## config.mk

```make
export PLATFORM = sky130hd
export DESIGN_NAME = cordic_nco
export DESIGN_NICKNAME = d
export VERILOG_FILES = /design/src/rtl/cordic_pkg.sv /design/src/rtl/cordic_lfsr.sv /design/src/rtl/cordic_nco.sv
export SDC_FILE = /design/constraint.sdc
export NUM_CORES = 1
export LEC_CHECK = 0
export CORE_MARGIN = 8
export CORE_UTILIZATION = 59
export DETAILED_ROUTE_END_ITERATION = 7
export GPL_ROUTABILITY_DRIVEN = 0
export GPL_TIMING_DRIVEN = 0
export PLACE_DENSITY_LB_ADDON = 0.15
export SYNTH_ARGS = -nofsm -noshare
export SYNTH_HDL_FRONTEND = slang
export SYNTH_SLANG_ARGS = --single-unit
```

## constraint.sdc

```tcl
create_clock -name clk -period 7.79 [get_ports clk]
set_clock_uncertainty 0.2 [all_clocks]
set_input_delay 0.779 -clock clk [delete_from_list [all_inputs] [get_ports clk]]
set_output_delay 0.779 -clock clk [all_outputs]
set_load 0.005 [all_outputs]
```

## src/rtl/cordic_pkg.sv

```systemverilog
// Shared CORDIC definitions: binary-angle constants, pipeline latency, dither LFSR constants.
package cordic_pkg;

  localparam logic [15:0] LFSR_SEED = 16'hACE1;
  // Galois right-shift mask for x^16 + x^14 + x^13 + x^11 + 1
  localparam logic [15:0] LFSR_TAPS = 16'hB400;

  function automatic logic [31:0] PI(input int width);
    return 32'd1 << (width - 1);
  endfunction

  function automatic logic [31:0] PI_2(input int width);
    return 32'd1 << (width - 2);
  endfunction

  function automatic int cordic_latency(input int iterations);
    return iterations + 1;
  endfunction

endpackage

```

## src/rtl/cordic_lfsr.sv

```systemverilog
// 16-bit maximal-length Galois LFSR, advancing only on en cycles.
// Latency: new state one cycle after an en cycle.
// Backpressure: none; en simply freezes the sequence.
module cordic_lfsr
  import cordic_pkg::*;
(
  input  logic        clk,
  input  logic        reset,
  input  logic        en,
  output logic [15:0] state
);

  always_ff @(posedge clk or posedge reset) begin
    if (reset) begin
      state <= LFSR_SEED;
    end else if (en) begin
      state <= {1'b0, state[15:1]} ^ (state[0] ? LFSR_TAPS : 16'h0000);
    end
  end

endmodule

```

## src/rtl/cordic_nco.sv

```systemverilog
// Phase-accumulator NCO feeding x0/y0/z0 to a rotating-mode CORDIC; CORDIC_NCO_DITHER_EN adds LFSR phase dither.
// Latency: operands 1 cycle after an en cycle; cordic_valid a further cordic_latency(iterations) cycles.
// Backpressure: none on samples; one-deep FCW shadow, fcw_ready low until the next en cycle applies it.
module cordic_nco
  import cordic_pkg::*;
#(
  parameter int width      = 16,
  parameter int iterations = width + 2,
  parameter int acc_width  = 32
) (
  input  logic                 reset,
  input  logic                 clk,
  input  logic                 en,
  input  logic                 sync,
  input  logic                 fcw_valid,
  output logic                 fcw_ready,
  input  logic [acc_width-1:0] fcw,
  input  logic [width-1:0]     poff,
  input  logic [width-1:0]     amp,
  output logic [width-1:0]     x0,
  output logic [width-1:0]     y0,
  output logic [width-1:0]     z0,
  output logic                 out_valid,
  output logic                 cordic_valid
);

  localparam int lat = cordic_latency(iterations);

  typedef enum logic {RUN, PEND} state_t;

  state_t               state;
  logic [acc_width-1:0] acc;
  logic [acc_width-1:0] fcw_act;
  logic [acc_width-1:0] fcw_shd;
  logic                 shd_full;
  logic [width-1:0]     phase;
  logic [lat-1:0]       vdly;

`ifdef CORDIC_NCO_DITHER_EN
  localparam int dith_bits = (acc_width - width > 16) ? 16 : acc_width - width;
  localparam logic [15:0] dith_mask = 16'((32'd1 << dith_bits) - 32'd1);

  logic [15:0]          lfsr;
  logic [acc_width-1:0] acc_d;

  cordic_lfsr u_lfsr (
    .clk   (clk),
    .reset (reset),
    .en    (en),
    .state (lfsr)
  );

  // Dither only perturbs the truncation point; acc itself stays exact.
  assign acc_d = acc + acc_width'(lfsr & dith_mask);
  assign phase = acc_d[acc_width-1 -: width];
`else
  assign phase = acc[acc_width-1 -: width];
`endif

  assign fcw_ready = !shd_full;

  // The FCW swap in PEND happens alongside an accumulator step that still uses the old fcw_act.
  always_ff @(posedge clk or posedge reset) begin
    if (reset) begin
      state    <= RUN;
      fcw_act  <= '0;
      fcw_shd  <= '0;
      shd_full <= 1'b0;
    end else begin
      case (state)
        RUN: if (fcw_valid) begin
          fcw_shd  <= fcw;
          shd_full <= 1'b1;
          state    <= PEND;
        end
        PEND: if (en) begin
          fcw_act  <= fcw_shd;
          shd_full <= 1'b0;
          state    <= RUN;
        end
        default: state <= RUN;
      endcase
    end
  end

  always_ff @(posedge clk or posedge reset) begin
    if (reset) begin
      acc       <= '0;
      x0        <= '0;
      y0        <= '0;
      z0        <= '0;
      out_valid <= 1'b0;
    end else begin
      out_valid <= en;
      if (en) begin
        z0 <= phase + poff;
        x0 <= amp;
        y0 <= '0;
      end
      if (sync) begin
        acc <= '0;
      end else if (en) begin
        acc <= acc + fcw_act;
      end
    end
  end

  always_ff @(posedge clk or posedge reset) begin
    if (reset) begin
      vdly <= '0;
    end else begin
      vdly <= {vdly[lat-2:0], out_valid};
    end
  end

  assign cordic_valid = vdly[lat-1];

endmodule

```

==> results of run 1 <==
==> synth_stat cells, types with 3 or more instances <==
master	count	share of area
o21a_1	6	0.0058
mux2i_1	11	0.014
buf_4	16	0.016
nor2b_1	4	0.0032
a211o_1	6	0.0068
o211ai_1	6	0.0058
a21oi_1	48	0.031
a31oi_1	3	0.0024
mux2_2	93	0.14
a32o_1	4	0.0052
and2_1	3	0.0024
dfrtp_1	150	0.49
and3_1	8	0.0065
a21boi_1	3	0.0029
o21ai_0	18	0.012
or3_1	9	0.0073
inv_1	18	0.0088
xor2_1	5	0.0057
nand2b_1	5	0.0041
nand4_1	6	0.0049
a211oi_1	7	0.0068
o21bai_1	7	0.0068
nand3_1	10	0.0065
buf_1	3	0.0015
xnor2_1	23	0.026
a21o_1	17	0.017
ha_1	46	0.075
nand2_1	34	0.017
clkbuf_1	18	0.0088
nor3_1	10	0.0065
nor2_1	47	0.023
==> routing by layer <==
metal	track usage	wire [um]
met3	0.0486	1420
met2	0.358	8210
met4	0.0810	333
met1	0.284	7920
met5	0	0
==> state kept, by name (all words and copies together) (netlist names) <==
name / flops
acc: 32
vdly: 19
out_valid: 1
fcw_shd: 32
z0: 16
x0: 16
shd_full: 1
state: 1
fcw_act: 32
==> kinds of logic after synthesis <==
group                      after synthesis
muxes                                  104
xor gates and xnor gates                28
adders and majority gates               48
and+or+nand+nor                        143
AOI/OAI and AO/OA                      147
DFF                                    150
buffers and inverters                   57
other                                    1
==> power breakdown <==
group          leakage, uW  total (uW)  internal, uW  switching, uW
sequential         0.00180        1190          1010            171
combinational      0.00229        1600           789            812
clock             0.000294         843           541            302
==> worst min path at each step <==
stage                  start  endpoint  slack (ps)  cells after the start
finish               vdly[1]   vdly[2]         150                      0
CTS                  vdly[1]   vdly[2]         150                      0
global placement    vdly[12]  vdly[13]         130                      0
floorplan            vdly[9]  vdly[10]         130                      0
global route         vdly[6]   vdly[7]         160                      0
detailed placement  vdly[15]  vdly[16]         140                      0
==> cell usage in the layout (no fill, tap or decap), drive strengths merged, types with 3 or more instances in the layout <==
cell	netlist	final
xnor2	23	23
nor2b	4	4
nand3	10	10
a21o	17	17
and3	8	8
nand4	6	6
o21bai	7	7
a211o	6	6
and2	3	3
conb	1	16
a31oi	4	4
mux2	93	93
a21oi	48	48
clkdlybuf4s50	0	102
or3	10	10
ha	46	46
nor2	47	47
nand2b	5	5
nand2	34	34
clkbuf	18	40
o21ai	19	19
clkinv	1	5
a32o	4	4
dfrtp	150	150
mux2i	11	11
a21boi	4	4
a211oi	7	7
xor2	5	5
o21a	6	6
bufinv	0	4
inv	18	18
o211ai	6	6
buf	20	21
nor3	10	10
==> final cells by class <==
class | count | area [um2]
flip-flops and latches | 150 | 3750
fillers | 876 | 3070
multi-input cells | 486 | 3750
clock buffers | 22 | 454
inverters | 19 | 76.3
well taps | 172 | 215
repair buffers | 103 | 1050
clock inverters | 9 | 151
plain buffers | 38 | 204
==> critical path, stage by stage <==
cell	delay, ps
clkdlybuf4s50_1	420
ha_1	230
fa_1	410
a21o_1	170
a21oi_1	240
o21bai_1	90
a21oi_1	220
o21bai_1	180
a221o_1	360
xor2_1	160
mux2_2	260
==> metrics by stage <==
step / cells / utilization / total power [uW] / hold WS [ps]
after global routing: 999 / 0.759 / 3880 / 155
after global placement: 967 / 0.708 / 2670 / 132
after floorplan: 693 / - / 2310 / 131
after CTS: 999 / 0.759 / 3630 / 147
after detailed placement: 968 / 0.711 / 2760 / 136
final: 999 / 0.759 / 3630 / 145
==> reports/results.tsv, run 1 <==
metric	value	unit
rsz0062_at_grt	no	
pre_cts_slack	4000	ps
numPortBuffers	102	
synthesis.area	7720	um2
root_buffer	clkbuf_16	
synth-simple-area-share	0.0883	
r2r_setup_slack	4480	ps
p_leak	0.00439	uW
hold_viol	0	
grt_max_degree	92	
worst_ir_drop_vdd	0.202	mV
max_clock_freq	0.292	GHz
period_minus_slack	3430	ps
antenna_found_initial	0	
cts_tree	done	
ys_async_sr_fraction	1.00	
crit_path_max_fanout	4	
ys_warn_count	0	
vias_per_cell	5.76	
drtIter0Drc	525	
setup_slack	4360	ps
dpl-instance-area	9040	um2
slew_headroom	0.332	
end_kind	register	
hp-class	register to register	
crit_end	z0[14]	
stdcell_area	9650	um2
hold_buffers	0	
grt_usage	0.220	
worst_pin_slew	1000	ps
setup_viol	0	
initial_utilization	0.607	
synth-xor-area-share	0.0318	
r2r-start	acc[17]	
clkSinkCount	150	
cts_buffers	17	
die_h	130	um
crit_arrival	3530	ps
r2r_end	acc[29]	
tns	0	ps
wire_per_inst	17.9	um
grt_pass1_vias	5909	
area_growth_syn_to_layout	25.0	%
drt_wl_total	17900	um
grt.overflow.total	0	
synth_ff_type	dfrtp_1	
dr_total_vias	5752	
drc	0	
fin_nets	932	
ys_seq_area_frac	0.486	
synthAdderAreaFrac	0.0797	
synth_seq_cells	150	
startpoint_type	primary input	
synth_compound_area_frac	0.128	
dr.pass1.iters	5	
postSynthCellCount	678	
synth-edff-count	0	
outcome	finished, final reports clean	
grt_pass1_wl	29300	um
crit_required	7900	ps
postCtsResizedCells	0	
max_cap_violations	0	
boundaryPins	120	
clk_latency	420	ps
diodes	0	
clk_pin_slew	60	ps
row_count	41	
core	12700	um2
final-max-slew-violation-count	0	
critPathKind	primary input to register	
p_per_area	376	nW/um2
ys_types	60	
reg2reg_depth	9	
drive_gt1_frac	0.174	
final_antenna_net_count	0	
dp_hpwl	13300	um
clockBufferDepth	2	
postCtsSetupRepairBufs	0	
startpoint	poff[0]	
die_x	130	um
synth.area.mux_share	0.150	
fin_crit_sh	0.440	
synth_top_family_by_area	multiplexers	
htreeDepth	4	
dieArea	17000	um2
syn_area_per_cell	11.4	um2
Note: power is estimated with default switching activity, not from simulation.
==> inputs of run 2 (changes only) <==
- CORE_UTILIZATION: 59 -> 54
- clock period: 7.79 -> 3.3 ns (I/O delays scaled with it)
==> run 2 against run 1 <==
  * Hold slack lost 82 ps
  * Highest routed layer unchanged
  * Worst setup slack lost 4300 ps
  * Sequential share of layout area shrank 0.58 points
  * Critical path type is now register to register
==> reports/results.tsv, run 2 (same netlist as run 1, synthesis figures left out) <==
metric	value	unit	change
drive_gt1_frac	0.184		+0.0102
worst_ir_drop_vdd	0.615	mV	+200%
largestRegisters	acc x32, fcw_act x32, fcw_shd x32		
end_kind	register		
dieArea	18400	um2	+8.1%
r2r_setup_slack	100	ps	-4380 ps
fin_crit_sh	0.969		
antenna_found_initial	0		unchanged
rsz0062_at_grt	no		
clk_pin_slew	60	ps	about the same
row_count	43		+4.9%
clk_latency	430	ps	about the same
die_h	136	um	+4.0%
initial_utilization	0.554		-0.0528
cts_tree	done		
final_antenna_net_count	0		unchanged
critPathKind	register to register		
setup_slack	101	ps	-4260 ps
placed_cells	978		+1.0%
die_x	136	um	+4.0%
grt_usage	0.194		-0.0260
p_leak	0.00444	uW	+1.2%
max_clock_freq	0.313	GHz	
layout_common_cells	dfrtp_1 (150), clkdlybuf4s50_1 (102), mux2_2 (93)		
grt_pass1_vias	5707		-3.4%
crit_path_max_fanout	6		+2
drtIter0Drc	352		-33%
pre_cts_slack	-33.4	ps	-4030 ps
numPortBuffers	102		unchanged
grt.overflow.total	0		unchanged
hold_path_end	acc[22]		
final_common_cell	dfrtp_1		
postCtsResizedCells	0		unchanged
drc	0		unchanged
num-fill-cells	1010		+15%
hold_buffers	0		unchanged
period_minus_slack	3200	ps	
slew_headroom	0.359		+0.0265
drt_wl_total	17500	um	-1.9%
dr_total_vias	5761		+0.16%
grt_max_degree	46		-50%
diodes	0		unchanged
hold_start	sync		
final_cell_count_no_fill	1010		+1.1%
multi_input_area	3770	um2	+0.53%
core	13900	um2	+9.5%
max_cap_violations	0		unchanged
tns	0	ps	unchanged
dp_hpwl	13200	um	-0.97%
final-max-slew-violation-count	0		unchanged
hp-class	primary input to register		
area_growth_syn_to_layout	26.9	%	
final_util	0.703		-0.0555
seq_area	3750	um2	unchanged
cts_buffers	17		unchanged
postCtsSetupRepairBufs	0		unchanged
min_path_cells	2		+2
r2r_end	acc[29]		
vias_per_cell	5.70		-0.93%
boundaryPins	120		unchanged
worst_pin_slew	962	ps	-39.7 ps
clockBufferDepth	2		unchanged
reg2reg_depth	9		unchanged
hold_viol	0		unchanged
outcome	finished, final reports clean		
crit_arrival	3320	ps	-210 ps
clkSinkCount	150		unchanged
root_buffer	clkbuf_16		
r2r-start	acc[17]		
wire_per_inst	17.4	um	-3.0%
grt_pass1_wl	28200	um	-3.7%
htreeDepth	4		unchanged
crit_required	3420	ps	-4480 ps
startpoint_type	register		
setup_viol	0		unchanged
dr.pass1.iters	5		unchanged
fin_nets	934		+0.21%
p_per_area	900	nW/um2	+140%
[run 2: changes by cell type in the layout (fill, tap and decap cells not counted), moves of 2 or more]
cell and delta:
buf_12 +3, clkbuf_1 -3, clkinv_4 +3, bufinv_16 +2, clkbuf_8 +2, clkinv_2 -2
[run 2: worst max-delay path, stage by stage (launching register included)]
cell and delay, ps:
dfrtp_1 480, ha_4 310, a211o_1 310, or3_4 380, a311oi_2 340, a21oi_1 180
a31oi_2 240, nor3_1 70, or3_1 310, a32o_1 260
[run 2: worst max path at each step]
stage | from | to | slack [ps] | cells past startpoint
final | acc[17] | acc[29] | 100 | 9
after CTS | acc[17] | acc[29] | 50 | 9
after floorplan | acc[17] | acc[29] | 350 | 9
after global routing | fcw_act[0] | acc[28] | 20 | 11
after global placement | reset | fcw_shd[24] | -290 | 2
after detailed placement | poff[0] | z0[14] | -30 | 11
[run 2: per-stage QoR]
| stage | total power [uW] | hold slack, ps | area, um2 |
|---|---|---|---|
| floorplan | 5450 | 131 | 7780 |
| global placement | 6300 | 132 | 9030 |
| detailed placement | 6510 | 136 | 9090 |
| CTS | 8790 | 64.5 | 9780 |
| global route | 9380 | 81.3 | 9800 |
| finish | 8820 | 62.9 | 9800 |
[run 2: routing by layer]
metal,track usage,share of wire,vias up,routed length [um]
met5,0,0,-,0
li1,-,-,2711,-
met3,0.0556,0.080,36,1400
met4,0.0962,0.026,0,461
met2,0.293,0.44,259,7720
met1,0.250,0.45,2755,7960
[run 2: power breakdown]
group	internal [uW]	switching [uW]	total, uW
registers	2390	404	2800
clock network	1480	750	2230
logic	1880	1910	3790
[run 2: layout make-up]
type / instances / area share
Tap cell: 180 / 0.0230
Clock buffer: 21 / 0.0480
Sequential cell: 150 / 0.383
Inverter: 19 / 0.00766
Buffer: 38 / 0.0208
Clock inverter: 11 / 0.0225
Multi-Input combinational cell: 486 / 0.385
Timing Repair Buffer: 105 / 0.110
